==> src/rtl/scpad_be_row_walker.sv <==
// Expands one scheduler tile request into a row-major stream of per-beat DRAM descriptors.
// Optional build macro SCPAD_WALKER_ALIGN_CHECK_EN adds the align_err output and drops misaligned tiles.
module scpad_be_row_walker #(
  parameter int NUM_COLS          = 32,
  parameter int ELEM_BITS         = 16,
  parameter int SCPAD_SIZE_BYTES  = 65536,
  parameter int DRAM_ADDR_WIDTH   = 32,
  parameter int MAX_DRAM_BUS_BITS = 64,
  parameter int MAX_DIM_WIDTH     = $clog2(NUM_COLS),
  parameter int MAX_REQ_WIDTH     = $clog2(NUM_COLS / (MAX_DRAM_BUS_BITS / ELEM_BITS))
) (
  input  logic                                  clk,
  input  logic                                  n_rst,
  input  logic                                  sched_valid,
  output logic                                  sched_ready,
  input  logic                                  sched_write,
  input  logic [$clog2(SCPAD_SIZE_BYTES)-1:0]   sched_spad_addr,
  input  logic [DRAM_ADDR_WIDTH-1:0]            sched_dram_addr,
  input  logic [MAX_DIM_WIDTH-1:0]              sched_num_rows,
  input  logic [MAX_DIM_WIDTH-1:0]              sched_num_cols,
  output logic                                  beat_valid,
  input  logic                                  beat_ready,
  output logic                                  beat_write,
  output logic [DRAM_ADDR_WIDTH-1:0]            beat_dram_addr,
  output logic [$clog2(SCPAD_SIZE_BYTES)-1:0]   beat_spad_addr,
  output logic [MAX_DIM_WIDTH-1:0]              beat_row_id,
  output logic [MAX_REQ_WIDTH-1:0]              beat_sub_id,
  output logic [MAX_REQ_WIDTH-1:0]              beat_num_request,
  output logic [MAX_DRAM_BUS_BITS/ELEM_BITS-1:0] beat_vector_mask,
  output logic                                  beat_row_last,
  output logic                                  beat_tile_last,
`ifdef SCPAD_WALKER_ALIGN_CHECK_EN
  output logic                                  align_err,
`endif
  output logic                                  busy,
  output logic                                  tile_done
);

  localparam int L          = MAX_DRAM_BUS_BITS / ELEM_BITS;
  localparam int ELEM_BYTES = ELEM_BITS / 8;
  localparam int ROW_BYTES  = NUM_COLS * ELEM_BITS / 8;
  localparam int SPAD_AW    = $clog2(SCPAD_SIZE_BYTES);
  localparam int AW         = DRAM_ADDR_WIDTH;
  localparam int DW         = MAX_DIM_WIDTH;
  localparam int RW         = MAX_REQ_WIDTH;

  typedef enum logic [1:0] {IDLE = 2'd0, RUN = 2'd1, DONE = 2'd2} state_t;

  // Lanes carrying data: full beats except the row tail, which holds the C - sub*L leftovers.
  function automatic logic [L-1:0] lane_mask(input logic [RW-1:0] sub,
                                             input logic [RW-1:0] last_sub,
                                             input logic [DW-1:0] cols_m1);
    int          rem;
    logic [L-1:0] m;
    m   = '0;
    rem = int'(cols_m1) + 32'sd1 - int'(sub) * L;
    for (int i = 0; i < L; i++) begin
      if (sub < last_sub) m[i] = 1'b1;
      else                m[i] = (i < rem);
    end
    return m;
  endfunction

  state_t              state_r, next_state_s;
  logic                accept_s, start_s, hs_s, misalign_s;
  logic [RW-1:0]       nb_m1_s;

  logic                write_r, write_n;
  logic [DW-1:0]       cols_m1_r, cols_m1_n, rows_m1_r, rows_m1_n;
  logic [RW-1:0]       last_sub_r, last_sub_n;
  logic [AW-1:0]       row_stride_r, row_stride_n, row_base_r, row_base_n;
  logic [AW-1:0]       dram_r, dram_n;
  logic [SPAD_AW-1:0]  spad_r, spad_n;
  logic [DW-1:0]       row_r, row_n;
  logic [RW-1:0]       sub_r, sub_n;
  logic [L-1:0]        mask_r, mask_n;
  logic                row_last_r, row_last_n, tile_last_r, tile_last_n;
  logic                valid_r, ready_r, busy_r, done_r;

`ifdef SCPAD_WALKER_ALIGN_CHECK_EN
  logic                align_err_r;
  assign misalign_s = (|(sched_spad_addr & SPAD_AW'(ROW_BYTES - 1))) ||
                      (|(sched_dram_addr & AW'(ELEM_BYTES - 1)));
  assign align_err  = align_err_r;
`else
  assign misalign_s = 1'b0;
`endif

  assign nb_m1_s = RW'(sched_num_cols >> $clog2(L));

  // Next-state and handshake decode.
  always_comb begin
    next_state_s = state_r;
    accept_s     = 1'b0;
    hs_s         = 1'b0;
    case (state_r)
      IDLE: begin
        if (sched_valid) begin
          accept_s = 1'b1;
          if (misalign_s) next_state_s = IDLE;
          else            next_state_s = RUN;
        end else begin
          next_state_s = IDLE;
        end
      end
      RUN: begin
        if (valid_r && beat_ready) begin
          hs_s = 1'b1;
          if (tile_last_r) next_state_s = DONE;
          else             next_state_s = RUN;
        end else begin
          next_state_s = RUN;
        end
      end
      DONE:    next_state_s = IDLE;
      default: next_state_s = IDLE;
    endcase
    start_s = accept_s && !misalign_s;
  end

  // Next beat descriptor: loaded on acceptance, advanced on handshake, otherwise held.
  always_comb begin
    write_n      = write_r;
    cols_m1_n    = cols_m1_r;
    rows_m1_n    = rows_m1_r;
    last_sub_n   = last_sub_r;
    row_stride_n = row_stride_r;
    row_base_n   = row_base_r;
    dram_n       = dram_r;
    spad_n       = spad_r;
    row_n        = row_r;
    sub_n        = sub_r;
    mask_n       = mask_r;
    row_last_n   = row_last_r;
    tile_last_n  = tile_last_r;
    if (start_s) begin
      write_n      = sched_write;
      cols_m1_n    = sched_num_cols;
      rows_m1_n    = sched_num_rows;
      last_sub_n   = nb_m1_s;
      row_stride_n = (AW'(sched_num_cols) + AW'(32'd1)) * AW'(ELEM_BYTES);
      row_base_n   = sched_dram_addr;
      dram_n       = sched_dram_addr;
      spad_n       = sched_spad_addr;
      row_n        = '0;
      sub_n        = '0;
      mask_n       = lane_mask('0, nb_m1_s, sched_num_cols);
      row_last_n   = (nb_m1_s == '0);
      tile_last_n  = (nb_m1_s == '0) && (sched_num_rows == '0);
    end else if (hs_s) begin
      if (row_last_r) begin
        row_n      = row_r + DW'(1);
        sub_n      = '0;
        row_base_n = row_base_r + row_stride_r;
        dram_n     = row_base_n;
        spad_n     = spad_r + SPAD_AW'(ROW_BYTES);
      end else begin
        sub_n  = sub_r + RW'(1);
        dram_n = dram_r + AW'(L * ELEM_BYTES);
      end
      mask_n      = lane_mask(sub_n, last_sub_r, cols_m1_r);
      row_last_n  = (sub_n == last_sub_r);
      tile_last_n = row_last_n && (row_n == rows_m1_r);
    end else begin
      mask_n = mask_r;
    end
  end

  // State, descriptor and status registers with synchronous active-low reset.
  always_ff @(posedge clk) begin
    if (!n_rst) begin
      state_r      <= IDLE;
      write_r      <= 1'b0;
      cols_m1_r    <= '0;
      rows_m1_r    <= '0;
      last_sub_r   <= '0;
      row_stride_r <= '0;
      row_base_r   <= '0;
      dram_r       <= '0;
      spad_r       <= '0;
      row_r        <= '0;
      sub_r        <= '0;
      mask_r       <= '0;
      row_last_r   <= 1'b0;
      tile_last_r  <= 1'b0;
      valid_r      <= 1'b0;
      ready_r      <= 1'b1;
      busy_r       <= 1'b0;
      done_r       <= 1'b0;
`ifdef SCPAD_WALKER_ALIGN_CHECK_EN
      align_err_r  <= 1'b0;
`endif
    end else begin
      state_r      <= next_state_s;
      write_r      <= write_n;
      cols_m1_r    <= cols_m1_n;
      rows_m1_r    <= rows_m1_n;
      last_sub_r   <= last_sub_n;
      row_stride_r <= row_stride_n;
      row_base_r   <= row_base_n;
      dram_r       <= dram_n;
      spad_r       <= spad_n;
      row_r        <= row_n;
      sub_r        <= sub_n;
      mask_r       <= mask_n;
      row_last_r   <= row_last_n;
      tile_last_r  <= tile_last_n;
      valid_r      <= (next_state_s == RUN);
      ready_r      <= (next_state_s == IDLE);
      busy_r       <= (next_state_s != IDLE);
      done_r       <= (next_state_s == DONE);
`ifdef SCPAD_WALKER_ALIGN_CHECK_EN
      align_err_r  <= accept_s && misalign_s;
`endif
    end
  end

  assign sched_ready      = ready_r;
  assign beat_valid       = valid_r;
  assign beat_write       = write_r;
  assign beat_dram_addr   = dram_r;
  assign beat_spad_addr   = spad_r;
  assign beat_row_id      = row_r;
  assign beat_sub_id      = sub_r;
  assign beat_num_request = last_sub_r;
  assign beat_vector_mask = mask_r;
  assign beat_row_last    = row_last_r;
  assign beat_tile_last   = tile_last_r;
  assign busy             = busy_r;
  assign tile_done        = done_r;

endmodule
==> config.mk <==
export PLATFORM = sky130hd
export DESIGN_NAME = scpad_be_row_walker
export DESIGN_NICKNAME = d
export VERILOG_FILES = /design/src/rtl/scpad_be_row_walker.sv
export SDC_FILE = /design/constraint.sdc
export NUM_CORES = 1
export LEC_CHECK = 0
export ABC_CLOCK_PERIOD_IN_PS = 4500
export BUFFER_PORTS_ARGS = -buffer_cell sky130_fd_sc_hd__buf_2
export CAP_MARGIN = 25
export CORE_UTILIZATION = 61
export DETAILED_ROUTE_END_ITERATION = 8
export PLACE_DENSITY_LB_ADDON = 0.08
export REMOVE_ABC_BUFFERS = 1
export SETUP_SLACK_MARGIN = 0.1
export SLEW_MARGIN = 30
export SYNTH_ARGS = -nofsm -noshare
export SYNTH_HDL_FRONTEND = slang
export SYNTH_SLANG_ARGS = --single-unit
==> constraint.sdc <==
create_clock -name clk -period 4.5 [get_ports clk]
set_clock_uncertainty 0.05 [all_clocks]
set_input_delay 0.9 -clock clk [delete_from_list [all_inputs] [get_ports clk]]
set_output_delay 0.9 -clock clk [all_outputs]
set_load 0.02 [all_outputs]
---- Yosys cells after proc, flatten, opt, wreduce, memory -nomap -nowiden ----
Index checks and enable logic that the tools add are counted.
storage, ports and cells
  register bits ........................... 145
  latch bits .............................. 0
  bits in writable memories ............... 0
  ROM bits ................................ 0
  memories kept ........................... 0
cells by class
  $add $sub $neg .......................... 9
  multipliers ............................. 0
  divide/modulo/power cells ............... 0
  magnitude comparators ................... 10
  equality and inequality tests ........... 5
  shift operators ......................... 0
  muxes and demuxes ....................... 37
  bitwise logic cells ..................... 1
  reduce and logical (&&, ||, !) cells .... 12
operators by type and width
  kind                     number
  $mux W32                 6
  $mux W16                 3
  $add A32 B32 Y32         1
  $add A32 B4 Y32 const B  1
  $add A5 B1 Y6 const B    3
  $mux W1                  17
  $add A16 B7 Y16 const B  1
  $mux W5                  3
  $lt A3 B7 Y1 const A     2
  $lt A1 B6 Y1 const A     2
  $lt A2 B6 Y1 const A     2
  $mux W3                  3
  $mux W4                  2
  $lt A1 B7 Y1 const A     1
  $lt A2 B7 Y1 const A     1
  $sub A6 B5 Y7            1
  $reduce_bool A2 Y1       3
  $add A5 B1 Y5 const B    1
  $eq A5 B5 Y1             1
  $logic_not A5 Y1         1
  $eq A2 B1 Y1 const B     2
  $logic_not A2 Y1         2
  $mux W2                  2
  $pmux W2 S2              1
  other kinds (10)         12

---- Depth between registers and ports, before layout ----
  word-level depth ........................ 10
  depth in mapped cells ................... 13

---- Worst setup path before layout ----
Ideal clock, no wire load.
  path type ............................... flip-flop to flip-flop
  from .................................... reg row_last_r (netlist: beat_row_last)
  to ...................................... reg mask_r[0] (netlist: beat_vector_mask[0])
  setup time .............................. 0.133 ns
  data arrival time ....................... 3.027 ns
  path slack .............................. 1.290 ns
  stages on the path, launching flop included .. 11
  period minus slack after synthesis ...... 3.210 ns
  cells stage by stage .................... dfxtp_1 > clkbuf_1 > buf_1 > buf_1 > nor2_1 > fa_1 > a21oi_1 > nor3_1 > or4b_1 > o21ai_0 > a31oi_1
on the way
  longest elaborated chain between the ends .. 8
  elaborated cells on any way between the ends .. 9
  classes of those cells .................. add/sub: 1; order compare: 2; mux: 6
RTL lines
  what                    line  text
  start, declared         77    logic row_last_r, row_last_n, tile_last_r, tile_last_n;
  start signal, assigned  206   row_last_r <= row_last_n;
  $mux W3 (*)             151   if (row_last_r) begin
  $mux W3 (*)             150   end else if (hs_s) begin
  $mux W3 (*)             136   if (start_s) begin
  $sub A6 B5 Y7           56    rem = int'(cols_m1) + 32'sd1 - int'(sub) * L;
  $lt A1 B7 Y1            59    else m[i] = (i < rem);
  $mux W1 (*)             58    if (sub < last_sub) m[i] = 1'b1;
  $mux W4 (*)             150
  $mux W4 (*)             136
  end signal, assigned    205   mask_r <= mask_n;
  end, declared           76    logic [L-1:0] mask_r, mask_n;
Every way passes the cells marked *; elsewhere a longest branch is shown, timed or not. The select of a mux whose other input is x is not followed.
A chain may end at the register's enable or synchronous reset.

---- Worst setup path after layout ----
  from .................................... reg sub_r[0] (netlist: beat_sub_id[0])
  to ...................................... reg mask_r[1] (netlist: beat_vector_mask[1])
on the way
  longest elaborated chain between the ends .. 9
  elaborated cells on any way between the ends .. 10
  classes of those cells .................. add/sub: 2; order compare: 2; mux: 6
RTL lines
  what                    line  text
  start, declared         75    logic [RW-1:0] sub_r, sub_n;
  start signal, assigned  204   sub_r <= sub_n;
  $add A3 B1 Y3 (*)       158   sub_n = sub_r + RW'(1);
  $mux W3 (*)             151
  $mux W3 (*)             150
  $mux W3 (*)             136
  $sub A6 B5 Y7           56
  $lt A2 B7 Y1            59
  $mux W1 (*)             58
  $mux W4 (*)             150
  $mux W4 (*)             136
Marked as above.

==> results.sh <==
export IMPL_outcome="completed"
export IMPL_syn_avg_cell_area_um2=7.858
export IMPL_syn_area_um2=7033
export IMPL_initial_core_util=0.6376
export IMPL_cp_start_kind="flip-flop"
export IMPL_final_common_cell="buf_2"
export IMPL_fmax_mhz=346.1
export IMPL_ys_types=80
export IMPL_clkLatencyLatePin_ns=0.43
export IMPL_root_buffer="clkbuf_16"
export IMPL_pwr_share_comb=0.175
export IMPL_grt_pass1_vias=6456
export IMPL_p_leak_uw=0.003279
export IMPL_setup_viol=0
export IMPL_cts_clk_slew_worst_paths_ns=0.05
export IMPL_fp_row_count=38
export IMPL_timing_max_slew_rel_slack=0.3219
export IMPL_die_h_um=109.4
export IMPL_min_path_type="reg -> reg"
export IMPL_critPathRequiredTime_ns=4.75
export IMPL_seq_area_frac_synth=0.3330
export IMPL_routed_wirelength_um=20350
export IMPL_p_seq_frac=0.407
export IMPL_cts_resized=0
export IMPL_core_area_um2=11030
export IMPL_cts_sinks=117
export IMPL_cap_violations=0
export IMPL_dieArea_um2=11960
export IMPL_final_nets=1089
export IMPL_drt_iter0_markers=741
export IMPL_antenna_cells=0
export IMPL_vias=7230
export IMPL_drive_gt1_frac=0.2045
export IMPL_holdBufCountCts=0
export IMPL_gp_congestion=0.9346
export IMPL_p_int_uw=2091
export IMPL_power_switching_uw=867.0
export IMPL_netlist_top_cells_area="dfxtp_1 33%, a21oi_1 6.4%, nand2_1 5.6%, xnor2_1 5.1%, nor2_1 4.3%"
export IMPL_fin_crit_sh=0.6422
export IMPL_grt_pass1_wl_um=32680
export IMPL_synth_seq_cells=117
export IMPL_remaining_drc_errors=0
export IMPL_grt_max_degree=57
export IMPL_pwr_share_clk=0.418
export IMPL_p_per_area_nw_per_um2=358.5
export IMPL_async_reset_ff_frac=0
export IMPL_path_class="reg -> reg"
export IMPL_gr_total_overflow=0
export IMPL_power_uw=2958
export IMPL_rsz0062_at_grt="false"
export IMPL_vias_per_cell=6.276
export IMPL_cts_buffers=17
export IMPL_antenna_found_initial=0
export IMPL_postCtsSetupBuffers=0
export IMPL_tightestPinTransition_ns=1.015
export IMPL_finalHoldViolCount=0
export IMPL_htree_levels=4
export IMPL_synth_top_area_frac=0.3330
export IMPL_dp_hpwl_um=13800
export IMPL_min_period_ns=2.890
export IMPL_switching_share=0.2931
export IMPL_synth_edf_count=0
export IMPL_cts_path_max_buffers=2
export IMPL_synth_cells=895
export IMPL_die_x_um=109.4
export IMPL_wl_per_cell_um=17.66
export IMPL_synth_top_cell_by_area="dfxtp_1"
export IMPL_grt_usage=0.3600
export IMPL_critical_path_arrival_ns=3.14
export IMPL_ys_warnings_count=0
export IMPL_ant_nets=0
export IMPL_setup_tns_ns=0
export IMPL_vdd_ir_drop_max_v=0.0003691
export IMPL_dr_pass1_iters=5
export IMPL_ios=133
export IMPL_critPathMaxFanout=5
export IMPL_port_buffers=132
export IMPL_cts_tree="done"
export IMPL_maxSlewViolCount=0
export IMPL_end_kind="flip-flop"
export IMPL_most_common_layout_cells="132 x buf_2, 117 x dfxtp_1, 105 x nand2_1"
export IMPL_yosys_most_used_dff="dfxtp_1"
export IMPL_syn_to_final_growth_pct=17.33
[cell type report]
type	instances	area, um^2
fill	950	2779
multi-input combinational	695	4347
inverter	26	97.59
clock inverter	4	20.02
timing repair buffer	144	750.7
clock buffer	26	519.2
sequential	117	2342
tap	140	175.2
[synthesized netlist by cell type, drive strengths merged, types with 8 or more instances]
cell type / instances
dfxtp: 117
nand2: 105
a21oi: 93
nor2: 85
o21ai: 61
xnor2: 41
clkbuf: 38
nor3: 34
nand3: 30
inv: 26
ha: 23
nand4: 21
buf: 19
a211oi: 18
xor2: 16
a31oi: 13
or3: 12
nor4: 9
o211ai: 9
o21a: 9
a221oi: 8
and3: 8
[critical path: stages, from the launching register on]
cell and delay (ns):
dfxtp_1 0.35, ha_1 0.22, xnor2_1 0.13, nor2_1 0.33
fa_1 0.54, a21oi_1 0.17, nor3_1 0.06, or4b_1 0.58
o21ai_0 0.23, a21oi_1 0.10
[final timing paths]
path	from	endpoint	slack, ns	cells after the start
max	beat_sub_id[0]	beat_vector_mask[1]	1.61	9
min	beat_write	beat_write	0.40	2
max reg2reg	beat_sub_id[0]	beat_vector_mask[1]	1.61	9
min reg2reg	beat_write	beat_write	0.40	2
[cell families after synthesis]
group                      after synthesis  synth area share
adders and majority gates               25           0.04661
DFF                                    117            0.3330
buffers and inverters                   83           0.05070
AOI/OAI and AO/OA                      268            0.2418
muxes                                    8           0.01156
xor gates and xnor gates                57           0.07098
and+or+nand+nor                        337            0.2453
[per-stage QoR]
| step | worst slack (ns) | utilization | cells | instance area (um^2) | hold slack [ns] |
|---|---|---|---|---|---|
| 2_1_floorplan | 0.4423 | - | 838 | 6774 | 0.3856 |
| 3_3_place_gp | 1.467 | 0.6992 | 1122 | 7712 | 0.3939 |
| 3_5_place_dp | 1.425 | 0.6992 | 1122 | 7712 | 0.3964 |
| 4_1_cts | 1.626 | 0.7481 | 1152 | 8252 | 0.4034 |
| 5_1_grt | 1.435 | 0.7481 | 1152 | 8252 | 0.4306 |
| 6_report | 1.610 | 0.7481 | 1152 | 8252 | 0.4014 |
[power groups by stage]
stage | clock network, uW | logic (uW) | registers [uW]
floorplan | 0 | 281 | 1260
global placement | 0 | 499 | 1220
detailed placement | 0 | 507 | 1220
CTS | 1240 | 512 | 1200
global route | 1290 | 570 | 1210
finish | 1240 | 517 | 1200
[flip-flops by register name, summed over array words and instances (netlist names), 2 cells and up]
register          flops
beat_spad_addr       16
beat_dram_addr       32
beat_vector_mask      4
beat_row_id           5
rows_m1_r             5
cols_m1_r             5
row_stride_r          6
row_base_r           32
state_r               2
beat_sub_id           3
[layer usage]
metal / wire length (um) / GRT usage
met5: 0 / 0
met4: 582 / 0.1495
met3: 1895 / 0.09188
met2: 9119 / 0.5517
met1: 8752 / 0.4810
Power figures use the tool's default switching activity.
